### config.mk
export PLATFORM = sky130hd
export DESIGN_NAME = sram_arbiter
export DESIGN_NICKNAME = d
export VERILOG_FILES = /design/src/rtl/sram_arbiter_pkg.sv /design/src/rtl/sram_arb_rr.sv /design/src/rtl/sram_arbiter.sv
export SDC_FILE = /design/constraint.sdc
export NUM_CORES = 1
export LEC_CHECK = 0
export ABC_AREA = 1
export BUFFER_PORTS_ARGS = -buffer_cell sky130_fd_sc_hd__buf_2
export CAP_MARGIN = 20
export CORE_AREA = 3 3 121 123
export CTS_BUF_LIST = sky130_fd_sc_hd__clkbuf_8
export DETAILED_ROUTE_END_ITERATION = 10
export DIE_AREA = 0 0 124 126
export PLACE_DENSITY = 0.57
export REMOVE_ABC_BUFFERS = 1
export SLEW_MARGIN = 40
export SYNTH_ARGS = -nofsm -noshare
export SYNTH_HDL_FRONTEND = slang
export SYNTH_SLANG_ARGS = --single-unit
### constraint.sdc
create_clock -name clk_i -period 1.5 [get_ports clk_i]
set_input_delay 0.075 -clock clk_i [delete_from_list [all_inputs] [get_ports clk_i]]
set_output_delay 0.075 -clock clk_i [all_outputs]
set_load 0.03 [all_outputs]
### src/rtl/sram_arbiter_pkg.sv
// Shared types and limits for the SRAM arbiter.
//   state_e   : controller state (INIT zero-fill, RUN arbitration)
//   MaxNumReq : largest supported requester count
//   MinNumReq : smallest supported requester count
package sram_arbiter_pkg;

  typedef enum logic [0:0] {
    INIT = 1'b0,
    RUN  = 1'b1
  } state_e;

  localparam int unsigned MinNumReq = 2;
  localparam int unsigned MaxNumReq = 4;

endpackage

### src/rtl/sram_arb_rr.sv
// Round-robin pick: one-hot grant to the first requester at or after ptr_i.
//   req_i : per-requester request
//   ptr_i : search start position (0..NumReq-1)
//   gnt_o : one-hot grant, all-zero when nobody requests (combinational)
module sram_arb_rr #(
  parameter int unsigned NumReq = 2,
  localparam int unsigned PtrW  = (NumReq > 1) ? $clog2(NumReq) : 1
) (
  input  logic [NumReq-1:0] req_i,
  input  logic [PtrW-1:0]   ptr_i,
  output logic [NumReq-1:0] gnt_o
);

  logic [PtrW-1:0] idx;
  logic            found;

  // Walk the requesters starting at the pointer, wrapping modulo NumReq.
  always_comb begin
    gnt_o = '0;
    idx   = '0;
    found = 1'b0;
    for (int unsigned k = 0; k < NumReq; k++) begin
      idx = PtrW'((32'(ptr_i) + k) % NumReq);
      if (!found && req_i[idx]) begin
        gnt_o[idx] = 1'b1;
        found      = 1'b1;
      end
    end
  end

endmodule

### src/rtl/sram_arbiter.sv
// Single-port SRAM arbiter with optional zero-fill after reset.
//   clk_i, rst_ni           : clock, async active-low reset
//   req_i/gnt_o             : per-requester request / same-cycle grant
//   we_i, addr_i            : per-requester write enable and word address
//   wdata_i, wmask_i        : per-requester write data and bit mask
//   rdata_o, rvalid_o       : broadcast read data, per-requester read valid
//   ram_*_o, ram_rdata_i    : single RAM port (read data 1 cycle latency)
//   init_done_o             : high while the RAM is usable (RUN)
module sram_arbiter
  import sram_arbiter_pkg::*;
#(
  parameter int unsigned Aw       = 14,
  parameter int unsigned Dw       = 32,
  parameter int unsigned NumReq   = 2,
  parameter bit          InitZero = 1'b1
) (
  input  logic                         clk_i,
  input  logic                         rst_ni,
  input  logic [NumReq-1:0]            req_i,
  output logic [NumReq-1:0]            gnt_o,
  input  logic [NumReq-1:0]            we_i,
  input  logic [NumReq-1:0][Aw-1:0]    addr_i,
  input  logic [NumReq-1:0][Dw-1:0]    wdata_i,
  input  logic [NumReq-1:0][Dw-1:0]    wmask_i,
  output logic [Dw-1:0]                rdata_o,
  output logic [NumReq-1:0]            rvalid_o,
  output logic                         ram_req_o,
  output logic                         ram_we_o,
  output logic [Aw-1:0]                ram_addr_o,
  output logic [Dw-1:0]                ram_wdata_o,
  output logic [Dw-1:0]                ram_wmask_o,
  input  logic [Dw-1:0]                ram_rdata_i,
  output logic                         init_done_o
);

  localparam int unsigned PtrW       = (NumReq > 1) ? $clog2(NumReq) : 1;
  localparam state_e      ResetState = InitZero ? INIT : RUN;

  if (NumReq < MinNumReq || NumReq > MaxNumReq) begin : g_bad_numreq
    $error("sram_arbiter: NumReq out of supported range");
  end

  state_e              state_q, state_d;
  logic [Aw-1:0]       cnt_q, cnt_d;
  logic                arm_q, arm_d;
  logic [PtrW-1:0]     ptr_q, ptr_d;
  logic [NumReq-1:0]   rvalid_q, rvalid_d;

  logic [NumReq-1:0]   rr_gnt;
  logic [PtrW-1:0]     gnt_idx;
  logic                gnt_any;

  sram_arb_rr #(
    .NumReq (NumReq)
  ) u_rr (
    .req_i  (req_i),
    .ptr_i  (ptr_q),
    .gnt_o  (rr_gnt)
  );

  // One-hot grant to binary index for the request mux.
  always_comb begin
    gnt_idx = '0;
    for (int unsigned i = 0; i < NumReq; i++) begin
      if (rr_gnt[i]) gnt_idx = PtrW'(i);
    end
  end

  assign gnt_any = |rr_gnt;

  // State and datapath registers.
  always_ff @(posedge clk_i or negedge rst_ni) begin
    if (!rst_ni) begin
      state_q  <= ResetState;
      cnt_q    <= '0;
      arm_q    <= 1'b0;
      ptr_q    <= '0;
      rvalid_q <= '0;
    end else begin
      state_q  <= state_d;
      cnt_q    <= cnt_d;
      arm_q    <= arm_d;
      ptr_q    <= ptr_d;
      rvalid_q <= rvalid_d;
    end
  end

  // Next state. arm_q holds off the first fill write until one clock after
  // reset release, so the RAM port stays idle while reset is asserted.
  always_comb begin
    state_d  = state_q;
    cnt_d    = cnt_q;
    arm_d    = 1'b1;
    ptr_d    = ptr_q;
    rvalid_d = '0;
    case (state_q)
      INIT: begin
        if (arm_q) begin
          cnt_d = cnt_q + 1'b1;
          if (cnt_q == '1) state_d = RUN;
        end
      end
      RUN: begin
        if (gnt_any) begin
          ptr_d    = (gnt_idx == PtrW'(NumReq - 1)) ? '0 : gnt_idx + 1'b1;
          rvalid_d = rr_gnt & ~we_i;
        end
      end
      default: state_d = ResetState;
    endcase
  end

  // RAM port and grant outputs.
  always_comb begin
    gnt_o       = '0;
    ram_req_o   = 1'b0;
    ram_we_o    = 1'b0;
    ram_addr_o  = '0;
    ram_wdata_o = '0;
    ram_wmask_o = '0;
    case (state_q)
      INIT: begin
        if (arm_q) begin
          ram_req_o   = 1'b1;
          ram_we_o    = 1'b1;
          ram_addr_o  = cnt_q;
          ram_wmask_o = '1;
        end
      end
      RUN: begin
        gnt_o = rr_gnt;
        if (gnt_any) begin
          ram_req_o   = 1'b1;
          ram_we_o    = we_i[gnt_idx];
          ram_addr_o  = addr_i[gnt_idx];
          ram_wdata_o = wdata_i[gnt_idx];
          ram_wmask_o = wmask_i[gnt_idx];
        end
      end
      default: ;
    endcase
  end

  assign rvalid_o    = rvalid_q;
  assign rdata_o     = ram_rdata_i;
  assign init_done_o = (state_q == RUN);

endmodule

==> summary.md <==
| Metric | Value |
|---|---|
| Final Cycle Share | `1.169` |
| Outcome | `complete, but fails checks` |
| Maximum VDD drop | `0.0002601 V` |
| Vias in the first global route | `between 3000 and 4000` |
| Starting Density | `0.2138` |
| DP HPWL | `9.800 mm` |
| First-pass GRT wire length | `just under 20 mm` |
| ANT cells | `0` |
| Crit end category | `output port` |
| Cells after DPL | `892` |
| Max FO, Critical Path | `11` |
| Critical path startpoint | `ptr_q` |
| CTS root buffer | `clkbuf_8` |
| Max Fclk | `approximately 0.57 GHz` |
| Sequential fraction of the synthesis area | `0.1615` |
| Layout cells sized above 1 | `0.4892` |
| Die area | `approximately 16000 um^2` |
| Slew Viols, Final | `0` |
| Max clock buf depth | `2` |
| Worst hold endpoint | `rdata_o[3]` |
| Warnings, synthesis | `0` |
| Pin count of the biggest net entering global routing | `40` |
| Final design utilization | `0.3827` |
| Violated checks | `negative setup slack` |
| Cts bufs inserted | `3` |
| Clock input transition at the sequential cells of the worst setup and hold paths | `80 ps` |
| Synth cell types | `27` |
| Total Wirelength | `14.60 mm` |
| Port Buffers | `246` |
| Drt wl/cell | `15.83 um` |
| Hold Crit Start | `ram_rdata_i[3]` |
| Post-route ant nets | `0` |
| Fillers | `between 1000 and 1500` |
| Mapped cell area | `2944 um^2` |
| H-tree Lvls | `1` |
| Power per cell area | `490.1 nW/um^2` |
| Clock Skews | `5.658 ps` |
| Initial drt markers | `120` |
| Die Wd | `approximately 120 um` |
| Reg2Reg Setup Slack | `roughly 150 ps` |
| Worst Path Required | `approximately 1400 ps` |
| Hold Crit Depth | `0` |
| Mapped Cells | `around 510` |
| GP Congestion | `0.7727` |
| Reg2Reg Launch Point | `arm_q` |
| Max-cap viol count | `0` |
| Total Power | `between 0.002 and 0.003 W` |
| Final nets | `938` |
| Critical path arrival | `1680 ps` |
| # IOs | `between 300 and 400` |
| Worst-Skew Late Latency | `between 200 and 300 ps` |
| Minimum clock period after layout | `1754 ps` |
| RSZ-0062 raised after global routing | `yes` |
| P_leak | `roughly 3 nW` |
| Crit path launch type | `register` |
| Drc violations | `0` |
| Final setup fails | `between 80 and 90` |
| Mean area per synthesized cell | `a little under 6 um^2` |
| Async set or reset register ratio after synthesis | `1.000` |
| Die H | `126 um` |
| Core Box Area | `~14000 um^2` |
| Area Overhead vs Synth | `79.05%` |
| Commonest non-fill, non-tap cells in the layout | `buf_2, inv_1, nand2_1, buf_6` |
| Routed vias | `4149` |
| TritonCTS clock tree | `done` |
| EDFF count, synth | `0` |
| Critical path class | `reg2out` |
| Non-filler instance count after layout | `922` |
| Num rows | `43` |
| Synth Register Bits | `19` |
| Clock Sinks | `19` |
| Worst min path class | `in2out` |
| Vias per cell | `4.500` |
| R2r worst-path depth | `6` |
| Hold Violations, Final | `0` |
| Multi-input logic area | `1788 um^2` |
| Most common cell after layout, fill and taps aside | `buf_2` |
| Total gr overflow | `0` |
| Capturing point of the worst reg2reg path | `cnt_q[4]` |
| Initial antenna violation count | `1` |
| First-pass DRT Iterations | `4` |
| Seq. cell area | `476.7 um^2` |
| Setup ws final | `-253.5 ps` |
| Tot GR Track Use | `0.1567` |
| Ys flop type | `dfrtp_1` |
==> how the worst max path moves through the flow <==
stage / to / slack [ps] / cells past startpoint
finish: ram_wmask_o[11] / -250 / 8
global route: ram_wmask_o[27] / -350 / 8
floorplan: ram_addr_o[13] / -2440 / 3
CTS: ram_we_o / -220 / 8
global placement: ram_addr_o[0] / -90 / 5
detailed placement: ram_addr_o[0] / -60 / 5
==> report_power, final <==
group / internal, W / switching [W] / leakage [nW]
Combinational: 0.000709 / 0.000817 / 2.69
Sequential: 0.000593 / 0.000102 / 0.251
Clock: 0.000182 / 0.000181 / 0.0269
Total: 0.00148 / 0.00110 / 2.97
==> flip-flops by register name, summed over array words and instances (netlist names) <==
| signal | flops |
|---|---|
| arm_q | 1 |
| cnt_q | 14 |
| init_done_o | 1 |
| ptr_q | 1 |
| rvalid_o | 2 |
==> metal layers <==
metal	routed length, um	GRT usage	vias to the layer above
li1	-	-	2053
met1	5951	0.1979	1858
met2	6934	0.2593	226
met3	1634	0.06286	10
met4	69	0.01804	2
met5	7	0	-
==> through the flow <==
| step | hold slack [ps] | area [um^2] | setup WS [ps] | setup TNS [ps] |
|---|---|---|---|---|
| CTS | 150.3 | 4822 | -223.2 | -14400 |
| global placement | 58.07 | 4214 | -90.46 | -214.6 |
| global route | 150.2 | 5271 | -350.5 | -20390 |
| finish | 150.2 | 5271 | -253.5 | -14830 |
| detailed placement | 62.33 | 4214 | -59.09 | -232.9 |
| floorplan | -220.6 | 2482 | -2439 | -174420 |
==> what timing repair did <==
action | 4_1_cts | 5_1_grt
setup buffers | 4 | 8
hold buffers | 3 | 0
gates cloned | 6 | 5
pin swaps | 3 | 6
endpoints found under the hold margin | 21 | 0
resized for setup | 147 | 112
setup endpoints to repair | 81 | 83
==> cells by family after synthesis <==
logic type,after synthesis,synth area share
buffers and inverters,173,0.2894
AO/OA/AOI/OAI,161,0.3187
AND/OR/NAND/NOR,147,0.1980
flip-flops,19,0.1615
XOR/XNOR,9,0.02678
adder cells (fa/ha/maj),1,0.004249
other,1,0.001274
==> critical path, stage by stage, from the launching register on <==
cell,delay (ps)
dfrtp_1,410
o21ai_4,150
buf_6,150
buf_12,150
buf_12,120
o21ai_0,70
o21ai_1,140
inv_1,70
buf_6,140
==> final cells by class <==
| cell class | instances | area share |
|---|---|---|
| multi-input combinational | 319 | 0.3392 |
| clock buffer | 3 | 0.007833 |
| tap | 180 | 0.04272 |
| timing repair buffer | 296 | 0.4451 |
| inverter | 104 | 0.07406 |
| clock inverter | 1 | 0.0007121 |
| sequential | 19 | 0.09043 |
==> synth_stat cells, drive strengths merged, types with 7 or more instances <==
cell,instances,share of area
o22ai,7,0.015
xor2,7,0.021
buf,56,0.14
o211ai,32,0.082
clkbuf,13,0.017
nand2,118,0.15
nor2,16,0.023
nand3,8,0.014
inv,104,0.13
dfrtp,19,0.16
a21oi,32,0.067
o21ai,89,0.15
Note: power is estimated with default switching activity, not from simulation.
